## src/rtl/csr_pkg.sv

```systemverilog
// Shared definitions for the CSR trap sequencer: CSR addresses, interrupt cause
// codes, FSM state encoding and the mstatus/mtvec update helpers.
package csr_pkg;

   localparam logic [11:0] CSR_MSTATUS = 12'h300;
   localparam logic [11:0] CSR_MTVEC   = 12'h305;
   localparam logic [11:0] CSR_MEPC    = 12'h341;
   localparam logic [11:0] CSR_MCAUSE  = 12'h342;
   localparam logic [11:0] CSR_MTVAL   = 12'h343;

   localparam logic [3:0] IRQ_CODE_MSI = 4'd3;
   localparam logic [3:0] IRQ_CODE_MTI = 4'd7;
   localparam logic [3:0] IRQ_CODE_MEI = 4'd11;

   localparam int MSTATUS_MIE  = 3;
   localparam int MSTATUS_MPIE = 7;

   typedef enum logic [2:0] {
      IDLE,
      T_EPC,
      T_CAUSE,
      T_TVAL,
      T_STAT,
      T_VEC,
      R_STAT,
      R_EPC
   } state_t;

   // Trap entry: stash MIE into MPIE and mask further interrupts.
   function automatic logic [31:0] mstatus_on_trap(input logic [31:0] rd);
      logic [31:0] v;
      v               = rd;
      v[MSTATUS_MPIE] = rd[MSTATUS_MIE];
      v[MSTATUS_MIE]  = 1'b0;
      return v;
   endfunction

   function automatic logic [31:0] mstatus_on_mret(input logic [31:0] rd);
      logic [31:0] v;
      v               = rd;
      v[MSTATUS_MIE]  = rd[MSTATUS_MPIE];
      v[MSTATUS_MPIE] = 1'b1;
      return v;
   endfunction

   function automatic logic [31:0] vector_base(input logic [31:0] mtvec);
      return {mtvec[31:2], 2'b00};
   endfunction

   // Vectored mode (mtvec[1:0]=1) offsets interrupts by 4*code from the base.
   function automatic logic [31:0] vector_target(input logic [31:0] mtvec,
                                                 input logic [3:0]  code);
      if (mtvec[1:0] == 2'b01)
         return vector_base(mtvec) + {26'd0, code, 2'b00};
      return vector_base(mtvec);
   endfunction

endpackage

```

## src/rtl/csr_irq_prio.sv

```systemverilog
// Fixed-priority interrupt encoder: MEI over MSI over MTI, yields valid + cause code.
module csr_irq_prio
   import csr_pkg::*;
(
   input  logic       irq_meip,
   input  logic       irq_msip,
   input  logic       irq_mtip,
   output logic       irq_valid,
   output logic [3:0] irq_code
);

   always_comb begin
      irq_valid = irq_meip | irq_msip | irq_mtip;
      irq_code  = 4'd0;
      if (irq_meip)
         irq_code = IRQ_CODE_MEI;
      else if (irq_msip)
         irq_code = IRQ_CODE_MSI;
      else if (irq_mtip)
         irq_code = IRQ_CODE_MTI;
   end

endmodule

```

## src/rtl/csr_trap_seq.sv

```systemverilog
// Machine-mode trap/mret sequencer sharing one CSR file port with instruction accesses.
// Define CSR_TRAP_VECTORED_EN to enable vectored interrupt dispatch (mtvec[1:0]=1).
module csr_trap_seq
   import csr_pkg::*;
(
   input  logic        ctrl_clk,
   input  logic        ctrl_reset_n,
   input  logic        ins_req,
   input  logic        ins_wen,
   input  logic [11:0] ins_addr,
   input  logic [31:0] ins_wdata,
   output logic        ins_gnt,
   output logic [31:0] ins_rdata,
   input  logic        exc_valid,
   input  logic [3:0]  exc_cause,
   input  logic [31:0] exc_pc,
   input  logic [31:0] exc_tval,
   output logic        exc_ack,
   input  logic        mret_valid,
   output logic        mret_ack,
   input  logic        irq_meip,
   input  logic        irq_msip,
   input  logic        irq_mtip,
   input  logic        ctrl_mie,
   output logic [11:0] csr_addr,
   output logic [31:0] csr_wdata,
   output logic        csr_wen,
   input  logic [31:0] csr_rdata,
   output logic        redirect,
   output logic [31:0] redirect_pc,
   output logic        busy
);

   state_t      state_q, state_d;
   logic [31:0] pc_q, cause_q, tval_q, redirect_pc_q;
   logic [31:0] cause_d, tval_d, redirect_tgt;
   logic        irq_valid;
   logic [3:0]  irq_code;
   logic        trap_take;

   csr_irq_prio u_irq_prio (
      .irq_meip  (irq_meip),
      .irq_msip  (irq_msip),
      .irq_mtip  (irq_mtip),
      .irq_valid (irq_valid),
      .irq_code  (irq_code)
   );

   // Every output is forced idle while reset is asserted, even combinational ones.
   always_comb begin
      state_d      = state_q;
      exc_ack      = 1'b0;
      mret_ack     = 1'b0;
      ins_gnt      = 1'b0;
      csr_addr     = 12'd0;
      csr_wdata    = 32'd0;
      csr_wen      = 1'b0;
      redirect     = 1'b0;
      redirect_tgt = redirect_pc_q;
      trap_take    = 1'b0;
      cause_d      = {1'b1, 27'd0, irq_code};
      tval_d       = 32'd0;
      if (ctrl_reset_n) begin
         unique case (state_q)
            IDLE: begin
               if (exc_valid) begin
                  exc_ack   = 1'b1;
                  trap_take = 1'b1;
                  cause_d   = {28'd0, exc_cause};
                  tval_d    = exc_tval;
                  state_d   = T_EPC;
               end else if (mret_valid) begin
                  mret_ack = 1'b1;
                  state_d  = R_STAT;
               end else if (ctrl_mie && irq_valid) begin
                  trap_take = 1'b1;
                  state_d   = T_EPC;
               end else if (ins_req) begin
                  ins_gnt   = 1'b1;
                  csr_addr  = ins_addr;
                  csr_wdata = ins_wdata;
                  csr_wen   = ins_wen;
               end
            end
            T_EPC: begin
               csr_addr  = CSR_MEPC;
               csr_wdata = pc_q;
               csr_wen   = 1'b1;
               state_d   = T_CAUSE;
            end
            T_CAUSE: begin
               csr_addr  = CSR_MCAUSE;
               csr_wdata = cause_q;
               csr_wen   = 1'b1;
               state_d   = T_TVAL;
            end
            T_TVAL: begin
               csr_addr  = CSR_MTVAL;
               csr_wdata = tval_q;
               csr_wen   = 1'b1;
               state_d   = T_STAT;
            end
            T_STAT: begin
               csr_addr  = CSR_MSTATUS;
               csr_wdata = mstatus_on_trap(csr_rdata);
               csr_wen   = 1'b1;
               state_d   = T_VEC;
            end
            T_VEC: begin
               csr_addr = CSR_MTVEC;
               redirect = 1'b1;
`ifdef CSR_TRAP_VECTORED_EN
               if (cause_q[31])
                  redirect_tgt = vector_target(csr_rdata, cause_q[3:0]);
               else
                  redirect_tgt = vector_base(csr_rdata);
`else
               redirect_tgt = vector_base(csr_rdata);
`endif
               state_d = IDLE;
            end
            R_STAT: begin
               csr_addr  = CSR_MSTATUS;
               csr_wdata = mstatus_on_mret(csr_rdata);
               csr_wen   = 1'b1;
               state_d   = R_EPC;
            end
            R_EPC: begin
               csr_addr     = CSR_MEPC;
               redirect     = 1'b1;
               redirect_tgt = {csr_rdata[31:2], 2'b00};
               state_d      = IDLE;
            end
            default: state_d = IDLE;
         endcase
      end
   end

   always_ff @(posedge ctrl_clk or negedge ctrl_reset_n) begin
      if (!ctrl_reset_n) begin
         state_q       <= IDLE;
         pc_q          <= 32'd0;
         cause_q       <= 32'd0;
         tval_q        <= 32'd0;
         redirect_pc_q <= 32'd0;
      end else begin
         state_q <= state_d;
         if (trap_take) begin
            pc_q    <= exc_pc;
            cause_q <= cause_d;
            tval_q  <= tval_d;
         end
         if (redirect)
            redirect_pc_q <= redirect_tgt;
      end
   end

   assign ins_rdata   = csr_rdata;
   assign busy        = (state_q != IDLE);
   assign redirect_pc = redirect ? redirect_tgt : redirect_pc_q;

endmodule

```

## config.mk

```make
export PLATFORM = sky130hd
export DESIGN_NAME = csr_trap_seq
export DESIGN_NICKNAME = d
export VERILOG_FILES = /design/src/rtl/csr_pkg.sv /design/src/rtl/csr_irq_prio.sv /design/src/rtl/csr_trap_seq.sv
export SDC_FILE = /design/constraint.sdc
export NUM_CORES = 1
export LEC_CHECK = 0
export ABC_AREA = 0
export BUFFER_PORTS_ARGS = -buffer_cell sky130_fd_sc_hd__buf_4
export CAP_MARGIN = 30
export CORE_MARGIN = 3
export CORE_UTILIZATION = 45
export CTS_BUF_LIST = sky130_fd_sc_hd__clkbuf_8
export DETAILED_ROUTE_END_ITERATION = 7
export GPL_TIMING_DRIVEN = 0
export PLACE_DENSITY = 0.79
export RECOVER_POWER = 100
export SYNTH_ARGS = -nofsm -noshare
export SYNTH_HDL_FRONTEND = slang
export SYNTH_SLANG_ARGS = --single-unit
export TNS_END_PERCENT = 100
```

## constraint.sdc

```tcl
create_clock -name ctrl_clk -period 2.1 [get_ports ctrl_clk]
set_input_delay 0.21 -clock ctrl_clk [delete_from_list [all_inputs] [get_ports ctrl_clk]]
set_output_delay 0.21 -clock ctrl_clk [all_outputs]
set_load 0.005 [all_outputs]
```

; ---- After elaboration in Yosys (flattened, before gate mapping)
; Index checks and enable logic that the tools add are counted.
[word_totals]
elab_cells = 77
latchBits = 0
ram_bits = 0
n_memories = 0
romBits = 0
output_inout_bits = 114
ff_bits = 131
in_bits = 154
[op_classes]
addsub = 0
n_shift = 0
n_mul = 0
n_reduce_logical = 8
bitwise = 2
eq_ne = 8
mux = 54
div = 0
magnitude_cmp = 0
[op_table]
columns = cell, count
row1 = 2-to-1 mux 32 bit, 14
row2 = one-hot mux 32 bit (6 select lines), 1
row3 = one-hot mux 12 bit (6 select lines), 1
row4 = 2-to-1 mux 12 bit, 5
row5 = 2-to-1 mux 1 bit, 25
row6 = one-hot mux 3 bit (7 select lines), 1
row7 = == test 3 bit (second input constant), 4
row8 = 2-to-1 mux 3 bit, 4
row9 = 2-to-1 mux 4 bit, 2
row10 = == test 3 x 2 -> 1 bit (second input constant), 2
row11 = OR reduction 2 bit, 3
row12 = OR reduction 5 bit, 1
row13 = inequality test 4 bit (second input constant), 1
row14 = == test 3 x 1 -> 1 bit (second input constant), 1
row15 = zero test 3 bit, 1
row16 = nonzero test 3 bit, 1
row17 = bitwise OR 1 bit, 2
row18 = one-hot mux 1 bit (2 select lines), 1
row19 = AND reduction 2 bit, 1
row20 = logical AND 1 bit, 1

; ---- Depth between registers and ports, before layout
; Gate-level depths: netlist of run 1.
[logic_depth]
depth_word = 8
mapped_depth = 6
mapped_depth_nobuf = 5

; ---- Hierarchy
; Synthesis of run 1 repeated with hierarchy kept, for this count alone.
[unflattened]
cells_unflattened = 478
area_unflattened_um2 = 5685.5
[by_module_without_submodules]
columns = mod, n_inst, seq_area_each_um2, area_per_inst_um2, cells_each
row1 = csr_trap_seq, 1, 2602.5, 5650.4, 473
row2 = csr_irq_prio, 1, 0.0, 35.0, 5

; ---- Least setup slack after synthesis of run 1
; Ideal clock, no wire load.
[synth_path]
kind = register -> register
from = reg state_q[2]
to = reg pc_q[26]
slack_ns = 0.491
t_required_ns = 1.975
n_path_buf = 2
t_arrival_ns = 1.484
setup_ns = 0.125
stages_incl_launch_ff = 6
synth_period_minus_slack_ns = 1.609
cell_sequence = dfrtp_1 > nor4b_4 > o21ai_2 > buf_2 > buf_6 > mux2_4
[synth_via]
elab_chain_cells = 3
[synth_rtl]
columns = item, line_no
row1 = from (decl), csr_trap_seq.sv:34  ; state_t state_q, state_d;
row2 = from (signal assigned), csr_trap_seq.sv:147  ; state_q <= state_d;
row3 = zero test 3 bit, csr_trap_seq.sv:64  ; unique case (state_q)
row4 = 2-to-1 mux 1 bit, csr_trap_seq.sv:64
row5 = 2-to-1 mux 1 bit, csr_trap_seq.sv:63  ; if (ctrl_reset_n) begin
row6 = to (signal assigned), csr_trap_seq.sv:149  ; pc_q <= exc_pc;
row7 = to (decl), csr_trap_seq.sv:35  ; logic [31:0] pc_q, cause_q, tval_q, redirect_pc_q;
; Every way passes these cells.
; A chain may end at the register's enable or synchronous reset.

; ---- Worst setup path in the final report of run 1
[layout_path]
from = reg state_q[0]
to = out csr_wdata[1]
[layout_via]
elab_chain_cells = 3
word_cells_on_any_way = 8
cone_classes = eq/ne: 5 / mux: 2 / reduce/logical: 1
[layout_rtl]
columns = item, line_no
row1 = "== test 3 bit, or another cell as far along", csr_trap_seq.sv:64
row2 = one-hot mux 32 bit (6 select lines) (*), csr_trap_seq.sv:64
row3 = 2-to-1 mux 32 bit (*), csr_trap_seq.sv:63
row4 = to (decl), csr_trap_seq.sv:26  ; output logic [31:0] csr_wdata,
; Every way passes the cells marked *; elsewhere a longest branch is shown, timed or not.

==> results_dict.tcl, run 1 <==
set metrics [dict create \
    outcome "complete, but fails checks" \
    synth_top_family_by_area "multiplexers" \
    crit_chain "buf_4 -> inv_2 -> nor3_2 -> a221oi_1 -> o2bb2ai_1 -> buf_4" \
    synth.area.mux_share_pct 19.64 \
    final_hold_viol_count 0 \
    worst_pin_slew_ns 1.458 \
    ys.flop_type "dfrtp_1" \
    synthesis.nets 626 \
    relSlewSlack_pct 2.783 \
    fillers 818 \
    clockBufferDepth 2 \
    setup_viol 43 \
    area_growth_syn_to_layout_pct 56.37 \
    initial_core_util_pct 46.77 \
    rsz0062_at_grt "yes" \
    worstPathRequired_ns 1.89 \
    drv_slew 0 \
    wl_per_cell_um 20.41 \
    die_w_um 115.6 \
    synth_top_area_share_pct 48.11 \
    synthArstFlopShare_pct 100.0 \
    synth_area_mm2 0.005409 \
    pin_count 268 \
    clk_latency_ns 0.37 \
    drt_pass1_iterations 4 \
    rows 39 \
    die_area_mm2 0.01337 \
    antenna_found_initial 0 \
    synth-seq-area-share_pct 48.11 \
    p_total_mw 9.538 \
    synth_area_leaders "dfrtp_1, mux2_2, a22o_1" \
    ir_drop_mv 0.7418 \
    top_layer "met4" \
    power_per_cell_area_mw_per_mm2 1128 \
    cp_common_cell "buf_4" \
    synth_xor_area_share_pct 0 \
    path_buf_inv 3 \
    setup_ws_ns -0.05537 \
    cts_buffers 9 \
    n_antenna_cell 0 \
    gr-total-overflow 0 \
    drt-initial-drc-count 239 \
    synthAdderAreaFrac_pct 0 \
    drt-met1-wl_um 7078 \
    wl_um 19060 \
    crit_path_max_incr_delay_ns 0.46 \
    avgViaCountPerCell 5.435 \
    dp_hpwl_um 13250 \
    leakage_nw 4.301 \
    cts_tree "done" \
    worstSetupPathType "register to output port" \
    pre_cts_ws_ns -0.6991 \
    synth_warnings 0 \
    routed-via-count 5076 \
    rrSetupSlack_ns 0.05 \
    grt_max_degree 30 \
    slowest_stage "dfrtp_2" \
    cp-end-kind "output port" \
    routabilityCongestion 0.8420 \
    ys_seq_elements 104 \
    cp_max_fo 10 \
    clkTransAtPathRegs_ns 0.10 \
    post-route-period-util_pct 102.6 \
    grt_usage_pct 26.84 \
    cts_root_buffer "clkbuf_8" \
    wl_met3_um 1539 \
    maxCapViolations 0 \
    fin_nets 941 \
    numPortBuffers 267 \
    h-tree-depth 3 \
    synth_compound_area_share_pct 16.59 \
    crit_path_start_kind "register" \
    synth_cell_types 34 \
    hp-class "input pin to register" \
    die_h_um 115.6 \
    hold_slack_ns 0.04414 \
    grt_pass1_vias 5230 \
    grt_pass1_wl_um 27460 \
    seqCellArea_mm2 0.002606 \
    synth_top_cell_by_area "dfrtp_1" \
    min_period_ns 2.155 \
    ant_nets 0 \
    cpLargestDelayFamily "buffers and inverters" \
    arrival_ns 1.95 \
    synth_simple_gate_area_share_pct 6.824 \
    met2WireLength_um 10140 \
    synth_edf_count 0 \
    violations "negative setup slack" \
    finClkSkew_ns 0.01092 \
    synthCells 472 \
    final_layout_size_suffix_gt1_share_pct 57.27 \
    drc 0 \
    multi_input_area_mm2 0.002441 \
    fmaxAchievable_mhz 464.0 \
    coreArea_mm2 0.01156 \
    synth_area_per_cell_um2 11.46 \
    cts_sinks 104 \
]
## sequential cells by signal, summed over array words and instances (netlist names)
signal and count:
tval_q 32, cause_q 5, state_q 3, redirect_pc_q 32, pc_q 32
## power breakdown
part           switching [mW]  internal, mW  leakage, nW
registers               0.514          2.96         1.27
clock network           0.665         0.567        0.101
logic                    2.07          2.77         2.93
## repair_timing
item	in CTS	in global routing
resized for setup	53	51
endpoints found under the setup margin	170	106
pin swaps	10	20
hold buffers	8	0
hold endpoints to repair	75	0
cloned	3	4
buffers inserted	10	14
## area by class of cell
class | instances | share of cell area (%)
clock inverters | 5 | 0.5917
multi-input cells | 292 | 28.86
clock buffers | 10 | 1.627
repair buffers | 306 | 28.76
well taps | 143 | 2.115
flip-flops and latches | 104 | 30.81
plain buffers | 64 | 6.701
inverters | 10 | 0.5325
## synthesized netlist by cell type, types with 3 or more instances
library cell    n
inv_1           8
nor2_1         14
a221oi_1        5
buf_2          16
mux2_4          6
clkbuf_1       11
and2_1          3
mux2_1          6
a22o_1         60
dfrtp_1       104
o2bb2ai_1       5
buf_4          35
mux2i_1        33
nand2_1        35
o21ai_0        31
nor2b_1         3
buf_6           5
and3_1          6
nand2b_1        4
mux2_2         51
a21oi_1        10
nand3_1         3
## per-layer routing
metal | vias up | global-route usage [%]
li1 | 2317 | -
met1 | 2490 | 30.96
met2 | 239 | 47.92
met3 | 30 | 8.303
met4 | 0 | 8.198
met5 | - | 0
## path summary, 6_finish.rpt
kind,start,endpoint,cells after the start
setup / recovery,state_q[0],csr_wdata[1],6
hold / removal,exc_pc[4],pc_q[4],2
setup reg to reg,state_q[1],pc_q[27],9
hold reg to reg,redirect_pc_q[1],redirect_pc_q[1],1
max in group asynchronous,ctrl_reset_n,state_q[1],3
min in group asynchronous,ctrl_reset_n,redirect_pc_q[23],3
## through the flow
step | instances | instance area (µm²) | util, % | TNS [ns]
after floorplan | 472 | 5409 | - | 0
after global placement | 882 | 7592 | 65.65 | -130.35
after detailed placement | 883 | 7620 | 65.89 | -93.17
after CTS | 916 | 8233 | 71.19 | -1.264
after global routing | 934 | 8458 | 73.14 | -6.007
final | 934 | 8458 | 73.14 | -0.8540
## logic make-up (layout without fill, tap and decap cells)
family	after synthesis	in the layout
flops	104	104
simple gates	74	75
compound gates	121	121
mux	96	96
buf+inv	77	395
## layout by cell type, fill, tap and decap left out, types with 5 or more instances in the layout
| cell | count |
|---|---|
| a21oi_1 | 6 |
| a22o_1 | 60 |
| and3_4 | 5 |
| buf_2 | 8 |
| buf_4 | 285 |
| buf_6 | 12 |
| buf_8 | 7 |
| clkbuf_1 | 11 |
| clkbuf_4 | 29 |
| clkbuf_8 | 12 |
| dfrtp_1 | 101 |
| inv_1 | 9 |
| mux2_1 | 6 |
| mux2_2 | 51 |
| mux2_4 | 6 |
| mux2i_1 | 32 |
| nand2_1 | 35 |
| nor2_1 | 13 |
| o21ai_0 | 16 |
| o21ai_1 | 15 |
| o2bb2ai_1 | 5 |
(Power assumes the default switching activity.)
==> run 2: changes to the inputs <==
--- a/config.mk
+++ b/config.mk
@@ -5,7 +5,6 @@
 export SDC_FILE = /design/constraint.sdc
 export NUM_CORES = 1
 export LEC_CHECK = 0
-export ABC_AREA = 0
 export BUFFER_PORTS_ARGS = -buffer_cell sky130_fd_sc_hd__buf_4
 export CAP_MARGIN = 30
 export CORE_MARGIN = 3
==> constraint.sdc (replaced) <==
create_clock -name ctrl_clk -period 2.25 [get_ports ctrl_clk]
set_input_delay 0.225 -clock ctrl_clk [delete_from_list [all_inputs] [get_ports ctrl_clk]]
set_output_delay 0.225 -clock ctrl_clk [all_outputs]
set_load 0.005 [all_outputs]
==> results_dict.tcl, run 2 (synthesized netlist as in run 1, its figures left out) <==
set metrics [dict create \
    setup_viol 0 \
    maxCapViolations 1 \
    clk_latency_ns 0.37 \
    leakage_nw 4.127 \
    setup_ws_ns 0.02412 \
    cts_tree "done" \
    cts_sinks 104 \
    clkTransAtPathRegs_ns 0.09 \
    arrival_ns 2.00 \
    grt_pass1_wl_um 27030 \
    p_comb_share_pct 48.3 \
    die_h_um 115.6 \
    worstPathRequired_ns 2.03 \
    clockBufferDepth 2 \
    worstSetupPathType "register to output port" \
    swShare_pct 33.76 \
    layoutNonFillerInstCount 915 \
    routabilityCongestion 0.8420 \
    final_hold_viol_count 0 \
    gr-total-overflow 0 \
    drt-initial-drc-count 218 \
    ir_drop_mv 0.6932 \
    pin_count 268 \
    dp_hpwl_um 13250 \
    power.switching_mw 2.853 \
    die_w_um 115.6 \
    cp-end-kind "output port" \
    dpl.cell_count 883 \
    antenna_found_initial 0 \
    routed-via-count 4955 \
    grt_pass1_vias 5175 \
    grt_usage_pct 26.42 \
    drv_slew 24 \
    outcome "complete, but fails checks" \
    fin_nets 922 \
    cts_buffers 9 \
    pwr-share-clk_pct 13.5 \
    pre_cts_ws_ns -0.5791 \
    die_area_mm2 0.01337 \
    crit_path_start_kind "register" \
    worst_pin_slew_ns 1.506 \
    rows 39 \
    seqPwrFrac_pct 38.2 \
    reg.largest.list "pc_q: 32 flops, redirect_pc_q: 32 flops, tval_q: 32 flops" \
    cp_max_fo 10 \
    final_layout_size_suffix_gt1_share_pct 54.02 \
    n_antenna_cell 0 \
    slowest_stage "dfrtp_2" \
    ant_nets 0 \
    drt_pass1_iterations 4 \
    rsz0062_at_grt "yes" \
    cpLargestDelayFamily "flip-flops" \
    cts_root_buffer "clkbuf_8" \
    post-route-period-util_pct 98.93 \
    area_growth_syn_to_layout_pct 48.00 \
    numPortBuffers 267 \
    power_per_cell_area_mw_per_mm2 1055 \
    crit_path_max_incr_delay_ns 0.47 \
    rrSetupSlack_ns 0.16 \
    avgViaCountPerCell 5.415 \
    coreArea_mm2 0.01156 \
    path_buf_inv 2 \
    initial_core_util_pct 46.77 \
    intPower_mw 5.596 \
    crit_chain "nor2b_2 -> buf_2 -> nand2_1 -> o21ai_0 -> a22o_1 -> buf_4" \
    wl_um 17920 \
    fmaxAchievable_mhz 449.3 \
    layout_common_cells "buf_4, dfrtp_1, a22o_1, mux2_2, nand2_1" \
    drc 0 \
    grt_max_degree 30 \
    layout_commonest_cell "buf_4" \
    wl_per_cell_um 19.58 \
    min_period_ns 2.226 \
    relSlewSlack_pct -0.3669 \
    finClkSkew_ns 0.008496 \
    h-tree-depth 3 \
    violations "max-capacitance violations, max-slew violations" \
    hp-class "input pin to register" \
]
run 2: cell types whose count changed in the layout (fill, tap and decap cells not counted), moves of 5 or more:
cell | previous run | this run
buf_6 | 12 | 4
o21ai_1 | 15 | 0
o21ai_0 | 16 | 31
and3_1 | 1 | 6
and3_4 | 5 | 0
buf_4 | 285 | 280
run 2: timing repair:
action,4_1_cts,5_1_grt
pin swaps,3,1
endpoints found under the hold margin,75,0
hold buffers,8,0
gates resized for setup,24,7
buffers inserted,5,4
setup endpoints to repair,91,53
cloned,2,1
run 2: power by group through the flow:
stage | registers, mW | clock network (mW) | logic, mW
after global routing | 3.31 | 1.24 | 4.45
after CTS | 3.21 | 1.18 | 4.12
after floorplan | 3.07 | 0 | 2.33
final | 3.22 | 1.14 | 4.08
after global placement | 3.17 | 0 | 3.84
after detailed placement | 3.23 | 0 | 3.98
run 2: layer usage:
layer  global-route usage [%]  share of wire, %  up-vias
met4                    7.811               1.9        0
met3                    8.198               8.5       25
met5                        0                 0        -
met2                    47.65                53      231
met1                    30.15                37     2423
li1                         -                 -     2276
run 2: final timing paths:
kind / to / startpoint / depth (start not counted)
max in group asynchronous: state_q[0] / ctrl_reset_n / 3
setup reg to reg: pc_q[27] / state_q[0] / 8
hold reg to reg: redirect_pc_q[1] / redirect_pc_q[1] / 1
min in group asynchronous: tval_q[24] / ctrl_reset_n / 5
hold / removal: pc_q[4] / exc_pc[4] / 2
setup / recovery: csr_wdata[12] / state_q[0] / 6
run 2: stage by stage:
stage / power, mW / hold slack, ns / utilization [%] / setup TNS (ns) / cell area (µm²)
after detailed placement: 7.208 / 0.2895 / 65.89 / -70.35 / 7620
after CTS: 8.511 / 0.03717 / 70.01 / -0.01090 / 8097
after global placement: 7.007 / 0.4412 / 65.65 / -106.76 / 7592
after global routing: 9.000 / 0.04157 / 69.22 / -1.157 / 8005
final: 8.449 / 0.06046 / 69.22 / 0 / 8005
after floorplan: 5.401 / -0.07059 / - / 0 / 5409
run 2: cell type report:
class	count	area [µm²]
Buffer	64	466.7
Clock buffer	10	137.6
Clock inverter	5	50.05
Fill cell	882	3560
Inverter	10	37.54
Multi-Input combinational cell	291	2351
Sequential cell	104	2606
Tap cell	143	178.9
Timing Repair Buffer	288	2177
